==> config.mk <==
export PLATFORM = sky130hd
export DESIGN_NAME = button_press_classifier
export DESIGN_NICKNAME = d
export VERILOG_FILES = /design/src/rtl/button_defs.sv /design/src/rtl/sync_2ff.sv /design/src/rtl/button_press_classifier.sv
export SDC_FILE = /design/constraint.sdc
export NUM_CORES = 1
export LEC_CHECK = 0
export CAP_MARGIN = 20
export CELL_PAD_IN_SITES_DETAIL_PLACEMENT = 0
export CELL_PAD_IN_SITES_GLOBAL_PLACEMENT = 2
export CORE_MARGIN = 5
export CORE_UTILIZATION = 35
export DETAILED_ROUTE_END_ITERATION = 12
export PLACE_DENSITY_LB_ADDON = 0.1
export SETUP_SLACK_MARGIN = 0.3
export SYNTH_ARGS = -nofsm -noshare
export SYNTH_HDL_FRONTEND = slang
export SYNTH_SLANG_ARGS = --single-unit
export TNS_END_PERCENT = 1
==> constraint.sdc <==
create_clock -name clk -period 4.6 [get_ports clk]
set_input_delay 0.46 -clock clk [delete_from_list [all_inputs] [get_ports clk]]
set_output_delay 0.46 -clock clk [all_outputs]
set_load 0.02 [all_outputs]
==> src/rtl/button_defs.sv <==
// Shared definitions for the button gesture logic: FSM encoding and 50 MHz timing defaults.
package button_defs;

   typedef enum logic [2:0] {
      IDLE           = 3'd0,
      PRESSED        = 3'd1,
      LONG_HELD      = 3'd2,
      WAIT_SECOND    = 3'd3,
      SECOND_PRESSED = 3'd4
   } state_t;

   localparam int unsigned DEF_LONG_CYCLES = 50_000_000;  // 1 s at 50 MHz
   localparam int unsigned DEF_GAP_CYCLES  = 12_500_000;  // 250 ms at 50 MHz
   localparam int unsigned DEF_CNT_WIDTH   = 26;

   function automatic int unsigned max_u(input int unsigned a, input int unsigned b);
      return (a > b) ? a : b;
   endfunction

endpackage

==> src/rtl/sync_2ff.sv <==
// Generic two-flop synchroniser for asynchronous pin-level inputs.
module sync_2ff #(
   parameter int WIDTH = 1
) (
   input  logic             clk,
   input  logic             reset,
   input  logic [WIDTH-1:0] d,
   output logic [WIDTH-1:0] q
);

   logic [WIDTH-1:0] meta_reg;
   logic [WIDTH-1:0] sync_reg;

   always_ff @(posedge clk or negedge reset) begin
      if (!reset) begin
         meta_reg <= '0;
         sync_reg <= '0;
      end else begin
         meta_reg <= d;
         sync_reg <= meta_reg;
      end
   end

   assign q = sync_reg;

endmodule

==> src/rtl/button_press_classifier.sv <==
// Turns a debounced button level into short / long / double-click pulses plus a long-hold level.
module button_press_classifier
   import button_defs::*;
#(
   parameter int unsigned LONG_CYCLES = DEF_LONG_CYCLES,
   parameter int unsigned GAP_CYCLES  = DEF_GAP_CYCLES,
   parameter int unsigned CNT_WIDTH   = DEF_CNT_WIDTH
) (
   input  logic clk,
   input  logic reset,
   input  logic button_in,
   output logic short_press,
   output logic long_press,
   output logic double_click,
   output logic long_held
);

   localparam longint unsigned CNT_LIMIT = 64'd1 << CNT_WIDTH;

   generate
      if (CNT_LIMIT <= 64'(max_u(LONG_CYCLES, GAP_CYCLES)) || LONG_CYCLES < 2 || GAP_CYCLES < 2)
      begin : g_bad_params
         $error("button_press_classifier: CNT_WIDTH too small or LONG/GAP_CYCLES below 2");
      end
   endgenerate

   // The state that sees the first level change consumes that cycle, so the counter
   // reads N-1 on the N-th cycle of a run; the decision is taken when it reads N-2.
   localparam logic [CNT_WIDTH-1:0] LONG_LAST = CNT_WIDTH'(LONG_CYCLES - 2);
   localparam logic [CNT_WIDTH-1:0] GAP_LAST  = CNT_WIDTH'(GAP_CYCLES - 2);
   localparam logic [CNT_WIDTH-1:0] CNT_MAX   = '1;

   logic                 btn_s;
   state_t               state_reg, state_next;
   logic [CNT_WIDTH-1:0] cnt_reg, cnt_next;
   logic                 short_reg, short_next;
   logic                 long_reg, long_next;
   logic                 double_reg, double_next;
   logic                 held_reg, held_next;

   sync_2ff #(.WIDTH(1)) u_sync (
      .clk   (clk),
      .reset (reset),
      .d     (button_in),
      .q     (btn_s)
   );

   always_ff @(posedge clk or negedge reset) begin
      if (!reset) begin
         state_reg  <= IDLE;
         cnt_reg    <= '0;
         short_reg  <= 1'b0;
         long_reg   <= 1'b0;
         double_reg <= 1'b0;
         held_reg   <= 1'b0;
      end else begin
         state_reg  <= state_next;
         cnt_reg    <= cnt_next;
         short_reg  <= short_next;
         long_reg   <= long_next;
         double_reg <= double_next;
         held_reg   <= held_next;
      end
   end

   always_comb begin
      state_next = state_reg;
      case (state_reg)
         IDLE:           if (btn_s) state_next = PRESSED;
         PRESSED: begin
            if (!btn_s)                    state_next = WAIT_SECOND;
            else if (cnt_reg == LONG_LAST) state_next = LONG_HELD;
         end
         LONG_HELD:      if (!btn_s) state_next = IDLE;
         WAIT_SECOND: begin
            if (btn_s)                    state_next = SECOND_PRESSED;
            else if (cnt_reg == GAP_LAST) state_next = IDLE;
         end
         SECOND_PRESSED: begin
            if (!btn_s)                    state_next = IDLE;
            else if (cnt_reg == LONG_LAST) state_next = LONG_HELD;
         end
         default:        state_next = IDLE;
      endcase

      cnt_next = cnt_reg;
      if (state_next != state_reg)
         cnt_next = '0;
      else if ((state_reg == PRESSED || state_reg == WAIT_SECOND || state_reg == SECOND_PRESSED)
               && cnt_reg != CNT_MAX)
         cnt_next = cnt_reg + 1'b1;
   end

   always_comb begin
      short_next  = (state_reg == WAIT_SECOND) && (state_next == IDLE);
      long_next   = (state_reg == PRESSED) && (state_next == LONG_HELD);
      double_next = (state_reg == SECOND_PRESSED) && (state_next != SECOND_PRESSED);
      // A long second press also lands in LONG_HELD but must not raise the hold flag.
      held_next   = held_reg;
      if (long_next)
         held_next = 1'b1;
      else if (state_next != LONG_HELD)
         held_next = 1'b0;
   end

   assign short_press  = short_reg;
   assign long_press   = long_reg;
   assign double_click = double_reg;
   assign long_held    = held_reg;

endmodule

### After elaboration in Yosys (flattened, before gate mapping)

Index checks and enable logic that the tools add are counted.

* bits in registers: 35
* latch bits: 0
* bits in writable memories: 0
* memory bits (read-only): 0
* input port bits: 3
* output and inout bits: 4
* memories: 0

* add/sub/neg operators: 1
* $mul: 0
* divide/modulo/power cells: 0
* $lt $le $gt $ge: 0
* equality and inequality tests: 11
* shifts and indexed selects: 0
* mux-type cells: 12
* bitwise logic cells: 0
* reductions and logical operators: 10

Operator list (number)
* 26-bit 2-to-1 mux: 2
* 26-bit by 1-bit adder with 26-bit output (second input constant): 1
* 26-bit by 24-bit == test with 1-bit output (second input constant): 1
* 26-bit == test (second input constant): 1
* 26-bit inequality test (second input constant): 1
* 3-bit 2-to-1 mux: 7
* 3-bit case mux with 5 select lines: 1
* 3-bit by 2-bit == test with 1-bit output (second input constant): 3
* 3-bit logical NOT: 2
* 1-bit logical AND: 4
* 2-bit nonzero test: 2
* 3-bit by 1-bit == test with 1-bit output (second input constant): 1
* 3-bit == test (second input constant): 1
* 3-bit by 2-bit inequality test with 1-bit output (second input constant): 1
* 3-bit inequality test: 1
* 3-bit inequality test (second input constant): 1
* 1-bit logical OR: 2
* 1-bit 2-to-1 mux: 2

### Depth between registers and ports, before layout

Gate-level depths: netlist of run 1.

* depth in word-level cells: 7
* mapped depth: 8
* gate-level depth less buffers: 7

### Cells and area by module

From an unflattened synthesis of run 1, not the netlist that was laid out.

* cells, all modules: 229
* area total of the unflattened synthesis: 2109.5 um^2

By module, submodules not included
* button_press_classifier: times used 1, cells each 227, area an instance 2059.5 um^2, sequential area each 825.8 um^2
* sync_2ff: times used 1, cells each 2, area an instance 50.0 um^2, sequential area each 50.0 um^2

### Worst setup path after synthesis of run 1

OpenSTA, ideal clock, no wires.

* path type: register to register
* start point: register cnt_reg[9]
* end point: register cnt_reg[16]
* library setup time: 0.142 ns
* arrival: 1.877 ns
* data required time: 4.458 ns
* path slack: 2.582 ns
* stages on the path, launching flop included: 7
* clock period less this slack: 2.018 ns
* cells stage by stage: dfrtp_1 > or3_4 > nor4_4 > a211oi_1 > o221ai_4 > buf_6 > a22oi_1

* cells in the longest elaborated chain, start to end: 6
* elaborated cells on any way between the ends: 15
* classes of those cells: add/sub: 1; eq/ne: 4; mux: 8; reduce/logical: 2

RTL lines
* start: declaration: RTL line button_press_classifier.sv:35 `logic [CNT_WIDTH-1:0] cnt_reg, cnt_next;`
* start signal: assignment: RTL line button_press_classifier.sv:58 `cnt_reg <= cnt_next;`
* 26-bit == test / 26-bit by 24-bit == test with 1-bit output (equally long branches): RTL line button_press_classifier.sv:72, button_press_classifier.sv:81, button_press_classifier.sv:77
* 3-bit 2-to-1 mux (on tied branches): RTL line button_press_classifier.sv:72, button_press_classifier.sv:81, button_press_classifier.sv:77
* 3-bit 2-to-1 mux (on tied branches): RTL line button_press_classifier.sv:80, button_press_classifier.sv:71, button_press_classifier.sv:76
* 3-bit case mux with 5 select lines: RTL line button_press_classifier.sv:68 `case (state_reg)`
* 3-bit inequality test: RTL line button_press_classifier.sv:87 `if (state_next != state_reg)`
* 26-bit 2-to-1 mux / 2-bit nonzero test (equally long branches)

Parallel ways exist; a longest one is shown, timed or not. The select of a mux whose other input is x is not followed.
A chain may end at the register's enable or synchronous reset.

### Worst setup path in the final report of run 1

* start point: register cnt_reg[9]
* end point: register cnt_reg[23]

The elaborated chain is that of the path after synthesis.

==> results of run 1 <==
==> area by class of cell <==
| cell class | instances | area [um2] | share of cell area [%] |
|---|---|---|---|
| flip-flops and latches | 35 | 875.8 | 37.14 |
| clock inverters | 2 | 60.06 | 2.546 |
| inverters | 7 | 26.28 | 1.114 |
| well taps | 75 | 93.84 | 3.979 |
| multi-input cells | 173 | 1164 | 49.34 |
| repair buffers | 7 | 66.31 | 2.812 |
| clock buffers | 6 | 72.57 | 3.077 |
==> worst paths after layout <==
| kind | from | slack [ps] | cells after the start | to |
|---|---|---|---|---|
| worst max-delay path | cnt_reg[9] | 2010 | 5 | cnt_reg[23] |
| worst min-delay path | reset | 260 | 1 | cnt_reg[17] |
| worst max register to register | cnt_reg[9] | 2010 | 5 | cnt_reg[23] |
| worst min register to register | u_sync.meta_reg | 370 | 0 | u_sync.q |
| max in group asynchronous | reset | 3810 | 1 | cnt_reg[0] |
| min in group clk | u_sync.meta_reg | 370 | 0 | u_sync.q |
==> critical path, delay by kind of cell, from the launching register on <==
family / cells / cell delay, ps
AOI/OAI and AO/OA: 3 / 1190
DFF: 1 / 410
and+or+nand+nor: 2 / 870
==> synth_stat cells (3+ instances only) <==
cell type	n
a21oi_1	8
buf_2	3
nor3_1	6
nand3_1	15
a22oi_1	18
nand4_1	5
xnor2_1	5
inv_1	7
o21ai_0	12
or4_1	7
o31ai_1	7
or3_1	9
clkbuf_1	4
and3_1	5
nand2_1	18
or2_2	5
dfrtp_1	35
and4_1	4
nor2_1	10
==> metrics by stage <==
step | util (%) | instance area (um2) | worst slack [ps] | cells | hold WS [ps]
2_1_floorplan | - | 2138 | 2582 | 227 | 164.4
3_3_place_gp | 37.40 | 2215 | 2072 | 296 | 335.6
3_5_place_dp | 37.40 | 2215 | 1993 | 296 | 354.2
4_1_cts | 39.65 | 2347 | 1971 | 304 | 289.2
5_1_grt | 39.84 | 2359 | 1802 | 305 | 340.6
6_report | 39.84 | 2359 | 2011 | 305 | 264.1
==> cells by family after synthesis <==
kind of cell             synth area share, %
flip-flops                             40.96
adder cells (fa/ha/maj)                1.170
AO/OA/AOI/OAI                          22.53
XOR/XNOR                               2.867
buffers and inverters                  4.622
AND/OR/NAND/NOR                        27.85
==> power groups by stage <==
| stage | registers (W) | logic (W) | clock network (W) |
|---|---|---|---|
| final | 0.000363 | 0.000223 | 0.000334 |
| after global routing | 0.000367 | 0.000254 | 0.000358 |
| after CTS | 0.000363 | 0.000222 | 0.000340 |
| after detailed placement | 0.000368 | 0.000221 | 0 |
| after global placement | 0.000367 | 0.000222 | 0 |
| after floorplan | 0.000351 | 0.000202 | 0 |
==> layer usage <==
layer,wire [um],up-vias,share of wire [%],GRT usage (%)
met2,2718,38,49,26.78
met4,82,0,1.5,5.082
li1,-,877,-,-
met3,203,9,3.7,3.481
met1,2517,930,46,20.58
met5,0,-,0,0
==> results.json, run 1 <==
{
  "drtIter0Drc": 81,
  "placement.io_buffers": 6,
  "yosys.cell_types.count": 54,
  "first_pass_iters": 5,
  "place_congestion": 0.8280,
  "fmax_mhz": 386.2,
  "root_buffer": "clkbuf_8",
  "setup-violations-final": 0,
  "fin_crit_ps": 2589,
  "dominantRegCellSynth": "dfrtp_1",
  "synth.largest_area_cell": "dfrtp_1",
  "yosysTopAreaCellShare_pct": 40.96,
  "swShare_pct": 33.45,
  "cts_buffer_depth": 2,
  "finalMaxSlewViolations": 0,
  "n_antenna_cell": 0,
  "cp.required_ps": 4770,
  "p_leak_nw": 0.8656,
  "hold_viol_final": 0,
  "die_area_um2": 7772,
  "route.detailed.drc": 0,
  "grt_use_total_pct": 16.01,
  "p_int_w": 0.0006120,
  "grt_pass1_wl_mm": 9.515,
  "core_um2": 5921,
  "slew_headroom_pct": 44.84,
  "critPathCaptureType": "flop",
  "pwr-share-clk_pct": 36.3,
  "start_util_pct": 36.12,
  "synth_area_per_cell_um2": 9.420,
  "finalPower_w": 0.0009195,
  "grt_pass1_vias": 1888,
  "critPathSlowestCell": "o221ai_4",
  "rsz0062_at_grt": "false",
  "ir_drop_uv": 162.1,
  "crit_type": "flop to flop",
  "clock-sinks": 35,
  "wirelength_mm": 5.522,
  "syn_inst": 227,
  "synth-seq-cells": 35,
  "switchingPower_w": 0.0003076,
  "crit_path_start_kind": "flop",
  "async_reset_ff_share_pct": 100.0,
  "yosysWarnings": 0,
  "htreeDepth": 2,
  "ant_nets": 0,
  "grt_max_degree": 36,
  "worstMarginPinSlew_ps": 822.5,
  "p_per_area_nw_per_um2": 389.9,
  "syn-num-nets": 232,
  "max_stage_delay_ps": 690,
  "hold_class": "input pin to asynchronous set/reset pin",
  "wl_per_cell_um": 18.10,
  "drive_gt1_share_pct": 10.00,
  "seqPwrFrac_pct": 39.5,
  "dp_hpwl_mm": 3.890,
  "status": "finished clean",
  "largest_reg_flops": 26,
  "final_nets": 234,
  "overflow": 0,
  "tritoncts": "built",
  "die_w_um": 88.16,
  "tns_ps": 0,
  "die_h_um": 88.16,
  "final_common_cell": "dfrtp_1",
  "crit_fanout": 26,
  "cp.arrival_ps": 2760,
  "yosysSeqAreaShare_pct": 40.96,
  "finClkSkew_ps": 11.74,
  "std_cell_rows": 28,
  "crit_chain": "or3_4 > nor4_4 > a211oi_1 > o221ai_4 > o2bb2a_1",
  "finalCritPeriodShare_pct": 56.29,
  "clock_latency_ps": 290,
  "layout_common_cells": "dfrtp_1, nand2_1, a22oi_1, nand3_1, o21ai_0",
  "area_growth_pct": 10.30,
  "boundaryPins": 7,
  "yosys-top-cells-area": "dfrtp_1, a22oi_1, nand3_1",
  "path_clk_slew_ps": 80,
  "p_comb_share_pct": 24.2,
  "dr_total_vias": 1854,
  "cts_buffers": 5,
  "cap_violations": 0,
  "hold_buffers": 0,
  "antenna_found_initial": 0,
  "cts-resized-gates": 0,
  "n_fill_cell": 594,
  "vias_per_cell": 6.079,
  "syn_area_um2": 2138,
  "synth-edff-count": 0,
  "cts_setup_buffers": 0
}
No activity file was read; power rests on OpenSTA's default activity.
==> run 2: changes to the inputs <==
==> constraint.sdc (replaced) <==
create_clock -name clk -period 2.6 [get_ports clk]
set_input_delay 0.26 -clock clk [delete_from_list [all_inputs] [get_ports clk]]
set_output_delay 0.26 -clock clk [all_outputs]
set_load 0.02 [all_outputs]
==> run 2 against run 1 <==
- global-route usage fell by 0.66 points
- combinational power rose by 98%
- highest routed layer unchanged
- first-iteration DRC count rose by 25%
- largest cell class unchanged
==> results.json, run 2 (synthesized netlist as in run 1, its figures left out) <==
{
  "r2r-start": "cnt_reg[0]",
  "clock_latency_ps": 290,
  "dr_total_vias": 1880,
  "die_h_um": 88.16,
  "area_growth_pct": 11.53,
  "ant_nets": 0,
  "fin_ws_ps": 415.9,
  "path_clk_slew_ps": 70,
  "slew_headroom_pct": 45.28,
  "worstMarginPinSlew_ps": 820.9,
  "rsz0062_at_grt": "true",
  "final_nets": 243,
  "root_buffer": "clkbuf_8",
  "post-place-ws_ps": 347.9,
  "final_common_cell": "dfrtp_1",
  "finClkSkew_ps": 8.481,
  "finalPower_w": 0.001495,
  "grt_pass1_vias": 1902,
  "fin_crit_ps": 2184,
  "crit_type": "flop to flop",
  "grt_pass1_wl_mm": 9.356,
  "finalMaxSlewViolations": 0,
  "layout_common_cells": "dfrtp_1, nand2_1, a22oi_1, nand3_1, o21ai_0",
  "vias_per_cell": 6.006,
  "grt_use_total_pct": 15.35,
  "p_leak_nw": 0.8911,
  "cp.required_ps": 2760,
  "htreeDepth": 2,
  "boundaryPins": 7,
  "p_per_area_nw_per_um2": 626.8,
  "wl_per_cell_um": 17.68,
  "setup-violations-final": 0,
  "antenna_found_initial": 0,
  "cp.arrival_ps": 2340,
  "cts_buffer_depth": 2,
  "seq_area_um2": 875.8,
  "wirelength_mm": 5.533,
  "tritoncts": "built",
  "tns_ps": 0,
  "first_pass_iters": 6,
  "fmax_mhz": 457.8,
  "ff2ff_path_depth": 9,
  "cap_violations": 0,
  "hold_viol_final": 0,
  "reg2reg_slack_ps": 420,
  "drtIter0Drc": 101,
  "drive_gt1_share_pct": 14.71,
  "grt_max_degree": 36,
  "hold_class": "input pin to asynchronous set/reset pin",
  "finalCritPeriodShare_pct": 84.01,
  "clock-sinks": 35,
  "placement.io_buffers": 6,
  "crit_path_start_kind": "flop",
  "std_cell_rows": 28,
  "reg2reg_to": "cnt_reg[24]",
  "fin_util_pct": 40.28,
  "die_w_um": 88.16,
  "largest_reg_flops": 26,
  "route.detailed.drc": 0,
  "n_antenna_cell": 0,
  "core_um2": 5921,
  "crit_fanout": 11,
  "multi_input_area_um2": 1171,
  "place_congestion": 0.7865,
  "critPathCaptureType": "flop",
  "n_fill_cell": 613,
  "start_util_pct": 36.12,
  "die_area_um2": 7772,
  "dp_hpwl_mm": 3.980,
  "status": "finished clean",
  "cts_buffers": 5,
  "overflow": 0,
  "ir_drop_uv": 271.3
}
==> run 2: cell count changes in the layout (fill, tap and decap cells not counted), moves of 2 or more <==
cell	change
and3_1	-2
and3_2	+2
buf_4	+10
bufinv_16	-2
==> run 2: metrics by stage <==
stage / cell area [um2] / hold WS (ps) / instances
floorplan: 2138 / -35.59 / 227
global placement: 2267 / 331.8 / 303
detailed placement: 2267 / 340.2 / 303
finish: 2385 / 41.33 / 313
global route: 2385 / 146.1 / 313
CTS: 2355 / 99.97 / 310
==> run 2: cell type report <==
| type | instances | area share [%] |
|---|---|---|
| tap | 75 | 3.935 |
| timing repair buffer | 16 | 5.456 |
| inverter | 7 | 1.102 |
| sequential | 35 | 36.73 |
| clock inverter | 1 | 0.2099 |
| clock buffer | 6 | 3.463 |
| multi-input combinational | 173 | 49.11 |
==> run 2: worst max-delay path, cell delays in order, from the launching register on <==
cell	delay (ps)
dfrtp_1	420
inv_1	100
ha_1	190
nand4b_1	160
nor4_4	280
buf_4	190
a211oi_2	90
o221ai_4	280
buf_4	240
a22oi_1	100
==> run 2: worst max-delay path by stage <==
stage | end | start | depth (start not counted) | slack [ps]
floorplan | cnt_reg[16] | cnt_reg[9] | 6 | 580
global placement | cnt_reg[16] | cnt_reg[8] | 6 | 390
detailed placement | cnt_reg[16] | cnt_reg[8] | 6 | 350
CTS | cnt_reg[24] | cnt_reg[8] | 6 | 340
global route | cnt_reg[12] | cnt_reg[0] | 9 | 290
finish | cnt_reg[24] | cnt_reg[0] | 9 | 420
==> run 2: metal layers <==
| layer | share of wire (%) | GRT usage [%] |
|---|---|---|
| met5 | 0 | 0 |
| met2 | 47 | 24.54 |
| met3 | 4.6 | 3.857 |
| met4 | 2.3 | 5.495 |
| met1 | 46 | 20.10 |
==> run 2: power by group <==
part	total, W	switching [W]	internal (W)
Sequential	0.000641	0.0000641	0.000577
Combinational	0.000441	0.000279	0.000162
Clock	0.000412	0.000204	0.000208
Total	0.00149	0.000548	0.000947
==> run 2: repair_timing <==
item,CTS,global route
hold buffers,0,0
buffers inserted,0,3
gates resized for setup,0,3
setup endpoints to repair,0,23
